$ cat src/rtl/load_store_unit_if.sv
// rtl/load_store_unit_if.sv - request/response and data-memory bus bundle for load_store_unit
interface load_store_unit_if;
  logic        req_i;
  logic        we_i;
  logic [1:0]  size_i;
  logic        signed_i;
  logic [31:0] addr_i;
  logic [31:0] wdata_i;
  logic        busy_o;
  logic        done_o;
  logic        err_o;
  logic [31:0] rdata_o;
  logic [31:0] mem_addr_o;
  logic [31:0] mem_data_o;
  logic        mem_read_o;
  logic        mem_write_o;
  logic [31:0] mem_data_i;

  modport slave (
    input  req_i, we_i, size_i, signed_i, addr_i, wdata_i, mem_data_i,
    output busy_o, done_o, err_o, rdata_o, mem_addr_o, mem_data_o, mem_read_o, mem_write_o
  );

  modport master (
    output req_i, we_i, size_i, signed_i, addr_i, wdata_i, mem_data_i,
    input  busy_o, done_o, err_o, rdata_o, mem_addr_o, mem_data_o, mem_read_o, mem_write_o
  );
endinterface

$ cat src/rtl/load_store_unit.sv
// rtl/load_store_unit.sv - FSM-sequenced load/store unit with range/alignment checking
// Macro LSU_SUBWORD_EN adds byte/half accesses (lane extract, read-modify-write stores).
module load_store_unit #(
  parameter int unsigned MEM_BYTES = 128
) (
  input  logic             clk_i,
  input  logic             rst_i,
  load_store_unit_if.slave lsu
);
  typedef enum logic [1:0] {IDLE, READ, WRITE, DONE} state_t;

  localparam logic [32:0] MEM_LIMIT = 33'(MEM_BYTES);
  localparam logic [1:0]  SZ_WORD   = 2'b10;

  state_t      state_q, state_d;
  logic [31:0] wdata_q;
  logic [31:0] rdata_q;
  logic        err_q;
  logic [31:0] load_word;
  logic [32:0] acc_bytes;
  logic        size_ok, align_ok, req_err;
  logic        rd_en, wr_en;
`ifdef LSU_SUBWORD_EN
  logic        we_q;
  logic [1:0]  size_q;
  logic        signed_q;
  logic [31:0] addr_q;
  logic [7:0]  lane_b;
  logic [15:0] lane_h;
  logic [31:0] merge_word;
`else
  logic [31:2] addr_q;
`endif

  // Range check is done in 33 bits so addresses near 2^32 cannot wrap past the limit.
  always_comb begin
    acc_bytes = 33'd4;
    size_ok   = 1'b1;
    align_ok  = 1'b1;
    case (lsu.size_i)
`ifdef LSU_SUBWORD_EN
      2'b00: acc_bytes = 33'd1;
      2'b01: begin
        acc_bytes = 33'd2;
        align_ok  = !lsu.addr_i[0];
      end
`endif
      SZ_WORD: align_ok = (lsu.addr_i[1:0] == 2'b00);
      default: size_ok = 1'b0;
    endcase
    req_err = !size_ok || !align_ok || (({1'b0, lsu.addr_i} + acc_bytes) > MEM_LIMIT);
  end

  always_comb begin
    state_d = state_q;
    case (state_q)
      IDLE: begin
        if (lsu.req_i) begin
          if (req_err)                   state_d = DONE;
          else if (!lsu.we_i)            state_d = READ;
`ifdef LSU_SUBWORD_EN
          else if (lsu.size_i == SZ_WORD) state_d = WRITE;
          else                           state_d = READ;
`else
          else                           state_d = WRITE;
`endif
        end
      end
`ifdef LSU_SUBWORD_EN
      READ:    state_d = we_q ? WRITE : DONE;
`else
      READ:    state_d = DONE;
`endif
      WRITE:   state_d = DONE;
      DONE:    state_d = IDLE;
      default: state_d = IDLE;
    endcase
  end

`ifdef LSU_SUBWORD_EN
  always_comb begin
    lane_b = lsu.mem_data_i[{addr_q[1:0], 3'b000} +: 8];
    lane_h = lsu.mem_data_i[{addr_q[1], 4'b0000} +: 16];
    case (size_q)
      2'b00:   load_word = {{24{signed_q & lane_b[7]}}, lane_b};
      2'b01:   load_word = {{16{signed_q & lane_h[15]}}, lane_h};
      default: load_word = lsu.mem_data_i;
    endcase
    merge_word = lsu.mem_data_i;
    if (size_q == 2'b00) merge_word[{addr_q[1:0], 3'b000} +: 8] = wdata_q[7:0];
    else                 merge_word[{addr_q[1], 4'b0000} +: 16] = wdata_q[15:0];
  end
`else
  assign load_word = lsu.mem_data_i;
`endif

  always_ff @(posedge clk_i) begin
    if (rst_i) begin
      state_q <= IDLE;
      err_q   <= 1'b0;
      rdata_q <= '0;
      wdata_q <= '0;
      addr_q  <= '0;
`ifdef LSU_SUBWORD_EN
      we_q     <= 1'b0;
      size_q   <= 2'b00;
      signed_q <= 1'b0;
`endif
    end else begin
      state_q <= state_d;
      case (state_q)
        IDLE: begin
          if (lsu.req_i) begin
            wdata_q <= lsu.wdata_i;
`ifdef LSU_SUBWORD_EN
            addr_q   <= lsu.addr_i;
            we_q     <= lsu.we_i;
            size_q   <= lsu.size_i;
            signed_q <= lsu.signed_i;
`else
            addr_q   <= lsu.addr_i[31:2];
`endif
            if (req_err) err_q <= 1'b1;
          end
        end
        READ: begin
`ifdef LSU_SUBWORD_EN
          // A store passing through READ is the first half of a read-modify-write.
          if (we_q) begin
            wdata_q <= merge_word;
          end else begin
            rdata_q <= load_word;
            err_q   <= 1'b0;
          end
`else
          rdata_q <= load_word;
          err_q   <= 1'b0;
`endif
        end
        WRITE:   err_q <= 1'b0;
        default: ;
      endcase
    end
  end

  // Enables are gated by reset so a write cannot commit on a reset edge.
  always_comb begin
    rd_en          = (state_q == READ) && !rst_i;
    wr_en          = (state_q == WRITE) && !rst_i;
    lsu.mem_read_o  = rd_en;
    lsu.mem_write_o = wr_en;
    lsu.mem_addr_o  = (rd_en || wr_en) ? {addr_q[31:2], 2'b00} : 32'd0;
    lsu.mem_data_o  = wr_en ? wdata_q : 32'd0;
  end

  assign lsu.busy_o  = (state_q != IDLE);
  assign lsu.done_o  = (state_q == DONE);
  assign lsu.err_o   = err_q;
  assign lsu.rdata_o = rdata_q;
endmodule

$ cat src/flat_wrapper.sv
// flat-port wrapper written by rule: the top's interface ports become plain ports
module load_store_unit_flat 
#(
  parameter int unsigned MEM_BYTES = 128
)
  (clk_i, rst_i, lsu_req_i, lsu_we_i, lsu_size_i, lsu_signed_i, lsu_addr_i, lsu_wdata_i, lsu_mem_data_i, lsu_busy_o, lsu_done_o, lsu_err_o, lsu_rdata_o, lsu_mem_addr_o, lsu_mem_data_o, lsu_mem_read_o, lsu_mem_write_o);
  load_store_unit_if lsu_i ();
  input  logic clk_i;
  input  logic rst_i;
  input wire logic [$bits(lsu_i.req_i)-1:0] lsu_req_i;
  input wire logic [$bits(lsu_i.we_i)-1:0] lsu_we_i;
  input wire logic [$bits(lsu_i.size_i)-1:0] lsu_size_i;
  input wire logic [$bits(lsu_i.signed_i)-1:0] lsu_signed_i;
  input wire logic [$bits(lsu_i.addr_i)-1:0] lsu_addr_i;
  input wire logic [$bits(lsu_i.wdata_i)-1:0] lsu_wdata_i;
  input wire logic [$bits(lsu_i.mem_data_i)-1:0] lsu_mem_data_i;
  output wire logic [$bits(lsu_i.busy_o)-1:0] lsu_busy_o;
  output wire logic [$bits(lsu_i.done_o)-1:0] lsu_done_o;
  output wire logic [$bits(lsu_i.err_o)-1:0] lsu_err_o;
  output wire logic [$bits(lsu_i.rdata_o)-1:0] lsu_rdata_o;
  output wire logic [$bits(lsu_i.mem_addr_o)-1:0] lsu_mem_addr_o;
  output wire logic [$bits(lsu_i.mem_data_o)-1:0] lsu_mem_data_o;
  output wire logic [$bits(lsu_i.mem_read_o)-1:0] lsu_mem_read_o;
  output wire logic [$bits(lsu_i.mem_write_o)-1:0] lsu_mem_write_o;
  assign lsu_i.req_i = lsu_req_i;
  assign lsu_i.we_i = lsu_we_i;
  assign lsu_i.size_i = lsu_size_i;
  assign lsu_i.signed_i = lsu_signed_i;
  assign lsu_i.addr_i = lsu_addr_i;
  assign lsu_i.wdata_i = lsu_wdata_i;
  assign lsu_i.mem_data_i = lsu_mem_data_i;
  assign lsu_busy_o = lsu_i.busy_o;
  assign lsu_done_o = lsu_i.done_o;
  assign lsu_err_o = lsu_i.err_o;
  assign lsu_rdata_o = lsu_i.rdata_o;
  assign lsu_mem_addr_o = lsu_i.mem_addr_o;
  assign lsu_mem_data_o = lsu_i.mem_data_o;
  assign lsu_mem_read_o = lsu_i.mem_read_o;
  assign lsu_mem_write_o = lsu_i.mem_write_o;
  load_store_unit #(.MEM_BYTES(MEM_BYTES)) u_core (.clk_i(clk_i), .rst_i(rst_i), .lsu(lsu_i));
endmodule
$ cat config.mk
export PLATFORM = sky130hd
export DESIGN_NAME = load_store_unit_flat
export DESIGN_NICKNAME = d
export VERILOG_FILES = /design/src/rtl/load_store_unit_if.sv /design/src/rtl/load_store_unit.sv /design/src/flat_wrapper.sv
export SDC_FILE = /design/constraint.sdc
export NUM_CORES = 1
export LEC_CHECK = 0
export ABC_AREA = 1
export BUFFER_PORTS_ARGS = -buffer_cell sky130_fd_sc_hd__buf_4
export CAP_MARGIN = 20
export CORE_MARGIN = 5
export CORE_UTILIZATION = 51
export CTS_CLUSTER_SIZE = 25
export DETAILED_ROUTE_END_ITERATION = 12
export MAX_ROUTING_LAYER = met4
export PLACE_DENSITY = 0.9
export REMOVE_ABC_BUFFERS = 1
export SETUP_SLACK_MARGIN = 0.3
export SLEW_MARGIN = 20
export SYNTH_ARGS = -nofsm -noshare
export SYNTH_HDL_FRONTEND = slang
export SYNTH_SLANG_ARGS = --single-unit
export TNS_END_PERCENT = 10
$ cat constraint.sdc
create_clock -name clk_i -period 3.9 [get_ports clk_i]
set_clock_uncertainty 0.05 [all_clocks]
set_input_delay 0.195 -clock clk_i [delete_from_list [all_inputs] [get_ports clk_i]]
set_output_delay 0.195 -clock clk_i [all_outputs]
set_load 0.02 [all_outputs]
# Word level (Yosys, flattened, before mapping)
# Index checks and enable logic that the tools add are counted.
# Widths: inputs -> output; s select.
[classes] add_sub_neg=1 n_mul=0 n_div=0 magnitude_cmp=1 eq_ne=6 shift=0 muxes=11 bitwise=0 n_reduce_logical=15
[ops] cell="$mux 32" count=2
[ops] cell="$add 32x3->33 const B" count=1
[ops] cell="$gt 33x8->1 const B" count=1
[ops] cell="$eq 2x2->1 const B" count=3
[ops] cell="$mux 2" count=3
[ops] cell="$pmux 2 s3" count=1
[ops] cell="$logic_not 2->1" count=2
[ops] cell="$mux 1" count=4
[ops] cell="$reduce_bool 2->1" count=2
[ops] cell="$logic_not 1->1" count=3
[ops] cell="$logic_or 1x1->1" count=3
[ops] cell="$reduce_and 3->1" count=1
[ops] cell="$eq 2x1->1 const B" count=1
[ops] cell="$logic_and 1x1->1" count=2
[ops] cell="$ne 2x1->1 const B" count=1
[ops] cell="$ne 2x2->1 const B" count=1
[ops] cell="$pmux 1 s2" count=1
[ops] cell="$reduce_and 2->1" count=1
[ops] cell="$reduce_or 2->1" count=1
[totals] reg_bits=97 latchBits=0 ram_bits=0 romBits=0 in_bits=103 output_inout_bits=101 wordCells=39 memories=0

# Longest topological paths before layout
[logic_depth] depth_word=8 mapped_depth=16 depth_no_buf=16

# Worst setup path after synthesis
# Ideal clock, no wire load.
[synth_timing] path_kind="reg-to-output" startpoint="reg u_core.state_q[1]" endpoint="out lsu_mem_addr_o[10]" arrival_ps=1680 setup_slack_ps=1975 path_stages_with_launch=8 n_path_buf=1 path_cell_list="dfxtp_1 > inv_1 > ha_1 > inv_1 > nor2_1 > nor2_1 > clkbuf_1 > nor2_1"
[synth_via] elab_chain_len=4 elab_cells_between_ends=6 cone_classes="2 x eq/ne; 1 x mux; 3 x reduce/logical"
[synth_rtl] element="start, declared" line="load_store_unit.sv:15" source="state_t state_q, state_d;"
[synth_rtl] element="start signal, assigned" line="load_store_unit.sv:110" source="state_q <= state_d;"
[synth_rtl] element="$eq 2x1->1" line="load_store_unit.sv:148" source="rd_en = (state_q == READ) && !rst_i;"
[synth_rtl] element="$logic_and 1x1->1" line="load_store_unit.sv:148"
[synth_rtl] element="via lsu_mem_read_o" line="flat_wrapper.sv:23" source="output wire logic [$bits(lsu_i.mem_read_o)-1:0] lsu_mem_read_o;"
[synth_rtl] element="$logic_or 1x1->1" line="load_store_unit.sv:152" source="lsu.mem_addr_o = (rd_en || wr_en) ? {addr_q[31:2], 2'b00} : 32'd0;"
[synth_rtl] element="$mux 32" line="load_store_unit.sv:152"
[synth_rtl] element="end, declared" line="flat_wrapper.sv:21" source="output wire logic [$bits(lsu_i.mem_addr_o)-1:0] lsu_mem_addr_o;"
# The timed path passes the listed nets, and every way through them passes these cells.

# Worst setup path after layout
[layout_timing] startpoint="reg u_core.state_q[1]" endpoint="out lsu_mem_addr_o[17]"
[layout_via] elab_chain_len=4 elab_cells_between_ends=6 cone_classes="2 x eq/ne; 1 x mux; 3 x reduce/logical"
[layout_rtl] element="$eq 2x1->1 or $eq 2x2->1 (tied branches)" line="load_store_unit.sv:148, load_store_unit.sv:149"
[layout_rtl] element="$logic_and 1x1->1, on equally long branches" line="load_store_unit.sv:148, load_store_unit.sv:149"
[layout_rtl] element="$logic_or 1x1->1 *" line="load_store_unit.sv:152"
[layout_rtl] element="$mux 32 *" line="load_store_unit.sv:152"
# Mark *: on every way between the ends. The rest lies on a longest branch, timed or not.

==> impl_results.md <==
- Layout cells sized above 1: 28.66%
- Highest-count cells in the layout ignoring fill and taps: buf_4 (204), nor2_1 (158), o21ai_0 (98), dfxtp_1 (97), inv_1 (96)
- DR WL/cell: ~13 um
- # diodes: 0
- Post-Route M1 WL: 5944 um
- RSZ-0062 raised after global routing: no
- Post-layout net count: a little over 1000
- Final GP Congestion: 0.8892
- Worst setup EP type: output port
- Residual DRC: 0
- CTS tree: yes
- Area of the die: 11630 um2
- Yosys Warn Count: 0
- Max IR drop VDD: 0.2671 mV
- Most common cell after layout, fill and taps aside: buf_4
- Syn_area_per_cell: 6.659 um2
- Synth area leader: dfxtp_1
- Starting density of the core: 52.57%
- Ports: 204
- Register area: ~2000 um2
- Lkg Pwr: 3.272 nW
- DIE HEIGHT: between 100 and 150 um
- First-pass GRT wire length: about 22000 um
- Final setup violation count: 0
- Setup Fix Bufs, Post-CTS: 0
- Detail Route met3 WL: 908 um
- F_max: 361.0 MHz
- Initial antenna violation count: 0
- DRT iter0 DRCs: 407
- Area of the multi-input gates: around 2400 um2
- Fin crit period: 2.770 ns
- Worst-margin pin slew: between 0.9 and 1 ns
- WP data arrival: between 2 and 3 ns
- CP max-delay cell: ha_1
- Slew HR: 36.43%
- Async SR Flop Fraction: 0%
- HPWL Detailed: about 10000 um
- Fin. Hold Viols: 0
- Startpoint Class: flop
- Port bufs: 200
- Clock Tree Buf Depth: 2
- Crit path max-delay family: adder cells
- WL met2: 7105 um
- Bufs and invs on worst path: 4
- Clock Pin Slew Worst Setup and Hold Paths: 0.11 ns
- Synth Instances: 733
- TritonRoute pass-1 iters: 5
- Total gr overflow: 0
- DRT antenna net count: 0
- Power Total: ~3.7 mW
- Hold_ws: approximately 0.012 ns
- GRT Overall Usage: 24.11%
- Hold Crit Class: input port to flop
- Max H-tree Level: 3
- CTS root buf: clkbuf_8
- Number of global-route vias before repair: between 4000 and 5000
- Number of CTS-inserted buffers: 9
- Mapped Area: 4881 um2
- Ranking of synthesized cells by area: dfxtp_1 (40%), nor2_1 (12%), o21ai_0 (10%), inv_1 (7.5%), nand2_1 (6.8%)
- Final Max Tran Viols: 0
- Post_cts resized: 0
- FP Rows: 35
- Max-Cap Viols: 0
- Synth Register Bits: 97
- CTS Hold Buffers Added: 10
- Area Growth Syn to Fin: 38.53%
- Crit-path max FO: 33
- Filler instances: 783
- Critical path's largest stage delay: 0.79 ns
- Clock Latency Late Sink: about 0.35 ns
- WL final: 14090 um
- Top routing layer used: met4
- Die Width: 107.8 um
- Via count: 5181
- Setup TNS Final: 0 ns
- Library cells used by synthesis: 30
- Drt via density: about 5
- Core area: 9284 um2
- Yosys top cell area share: 39.78%
- Fin cells: roughly 1100
- Largest net degree at the start of global routing: 125
- Seq/Total Area, Yosys: between 30% and 40%
- Cell area power density: 540.8 nW/um2
- Cell Chain, Critical Path: inv_1 > ha_1 > inv_1 > nor2_1 > nor2_2 > buf_4 > nor2_1 > buf_4
- Data required, critical path: about 3.7 ns
- Inst Count DP: just over 1000
- Outcome: completed
- Crit path kind: flop to output port
- Primary FF master, synth: dfxtp_1
- Final Cycle Share: 71.03%
- Clock sink count: 97
- EDFF count, synth: 0
[sequential cells by signal (all words and copies together), names as in the netlist]
register / flops
u_core.addr_q: 30
u_core.state_q: 2
u_core.wdata_q: 32
u_core.lsu.rdata_o: 32
u_core.lsu.err_o: 1
[Yosys cell counts, types with 2 or more instances]
cell and number:
nand4_1 5, nor2_2 9, nor2_4 10, buf_4 2, nand2_4 3, nand2_1 89, nor3_1 4, nand3_1 19
inv_2 3, ha_1 5, nand4_2 2, clkbuf_1 34, o21ai_0 98, nand3b_1 4, a21oi_1 66, inv_1 97
nor2_8 2, nand2_2 10, dfxtp_1 97, o21ai_1 6, nor2_1 159
[report_power, final]
group          switching (mW)  internal (mW)
sequential              0.108           1.30
combinational            1.01          0.586
clock                   0.383          0.265
total                    1.51           2.15
[routing by layer]
| metal | global-route usage [%] | vias to the layer above |
|---|---|---|
| met2 | 41.92 | 178 |
| met3 | 4.379 | 14 |
| met1 | 29.63 | 2320 |
| li1 | - | 2669 |
| met4 | 4.148 | 0 |
| met5 | - | - |
[final timing paths]
path / start / end / slack, ns / cells past startpoint
max: u_core.state_q[1] / lsu_mem_addr_o[17] / 1.13 / 8
min reg2reg: u_core.addr_q[24] / u_core.addr_q[24] / 0.41 / 2
min: lsu_mem_data_i[4] / u_core.lsu.rdata_o[4] / 0.01 / 3
max reg2reg: u_core.state_q[1] / u_core.lsu.rdata_o[6] / 1.88 / 6
[per-stage QoR]
step	area [um2]	worst slack (ns)	utilization [%]
after floorplan	4733	0.4522	-
after global placement	6436	1.541	69.33
after detailed placement	6436	1.465	69.33
after CTS	6731	1.060	72.51
after global routing	6761	0.7963	72.83
final	6761	1.130	72.83
[logic make-up (layout without fill, tap and decap cells)]
kind of cell	after synthesis	after routing	synth area share [%]
flip-flops	97	97	39.78
other	1	2	0.07683
adder cells (fa/ha/maj)	5	5	1.282
AO/OA/AOI/OAI	173	173	17.92
AND/OR/NAND/NOR	318	318	30.07
buffers and inverters	139	333	10.87
[cell type report]
class | instances | share of cell area, %
clock buffers | 10 | 2.036
clock inverters | 6 | 0.8512
inverters | 101 | 5.607
multi-input cells | 498 | 35.83
flip-flops and latches | 97 | 28.72
well taps | 129 | 2.387
repair buffers | 216 | 24.57
[worst min-delay path, stage by stage]
cell,delay [ns]
buf_4,0.08
nor2_1,0.03
nor2_1,0.09
Power figures use the tool's default switching activity.
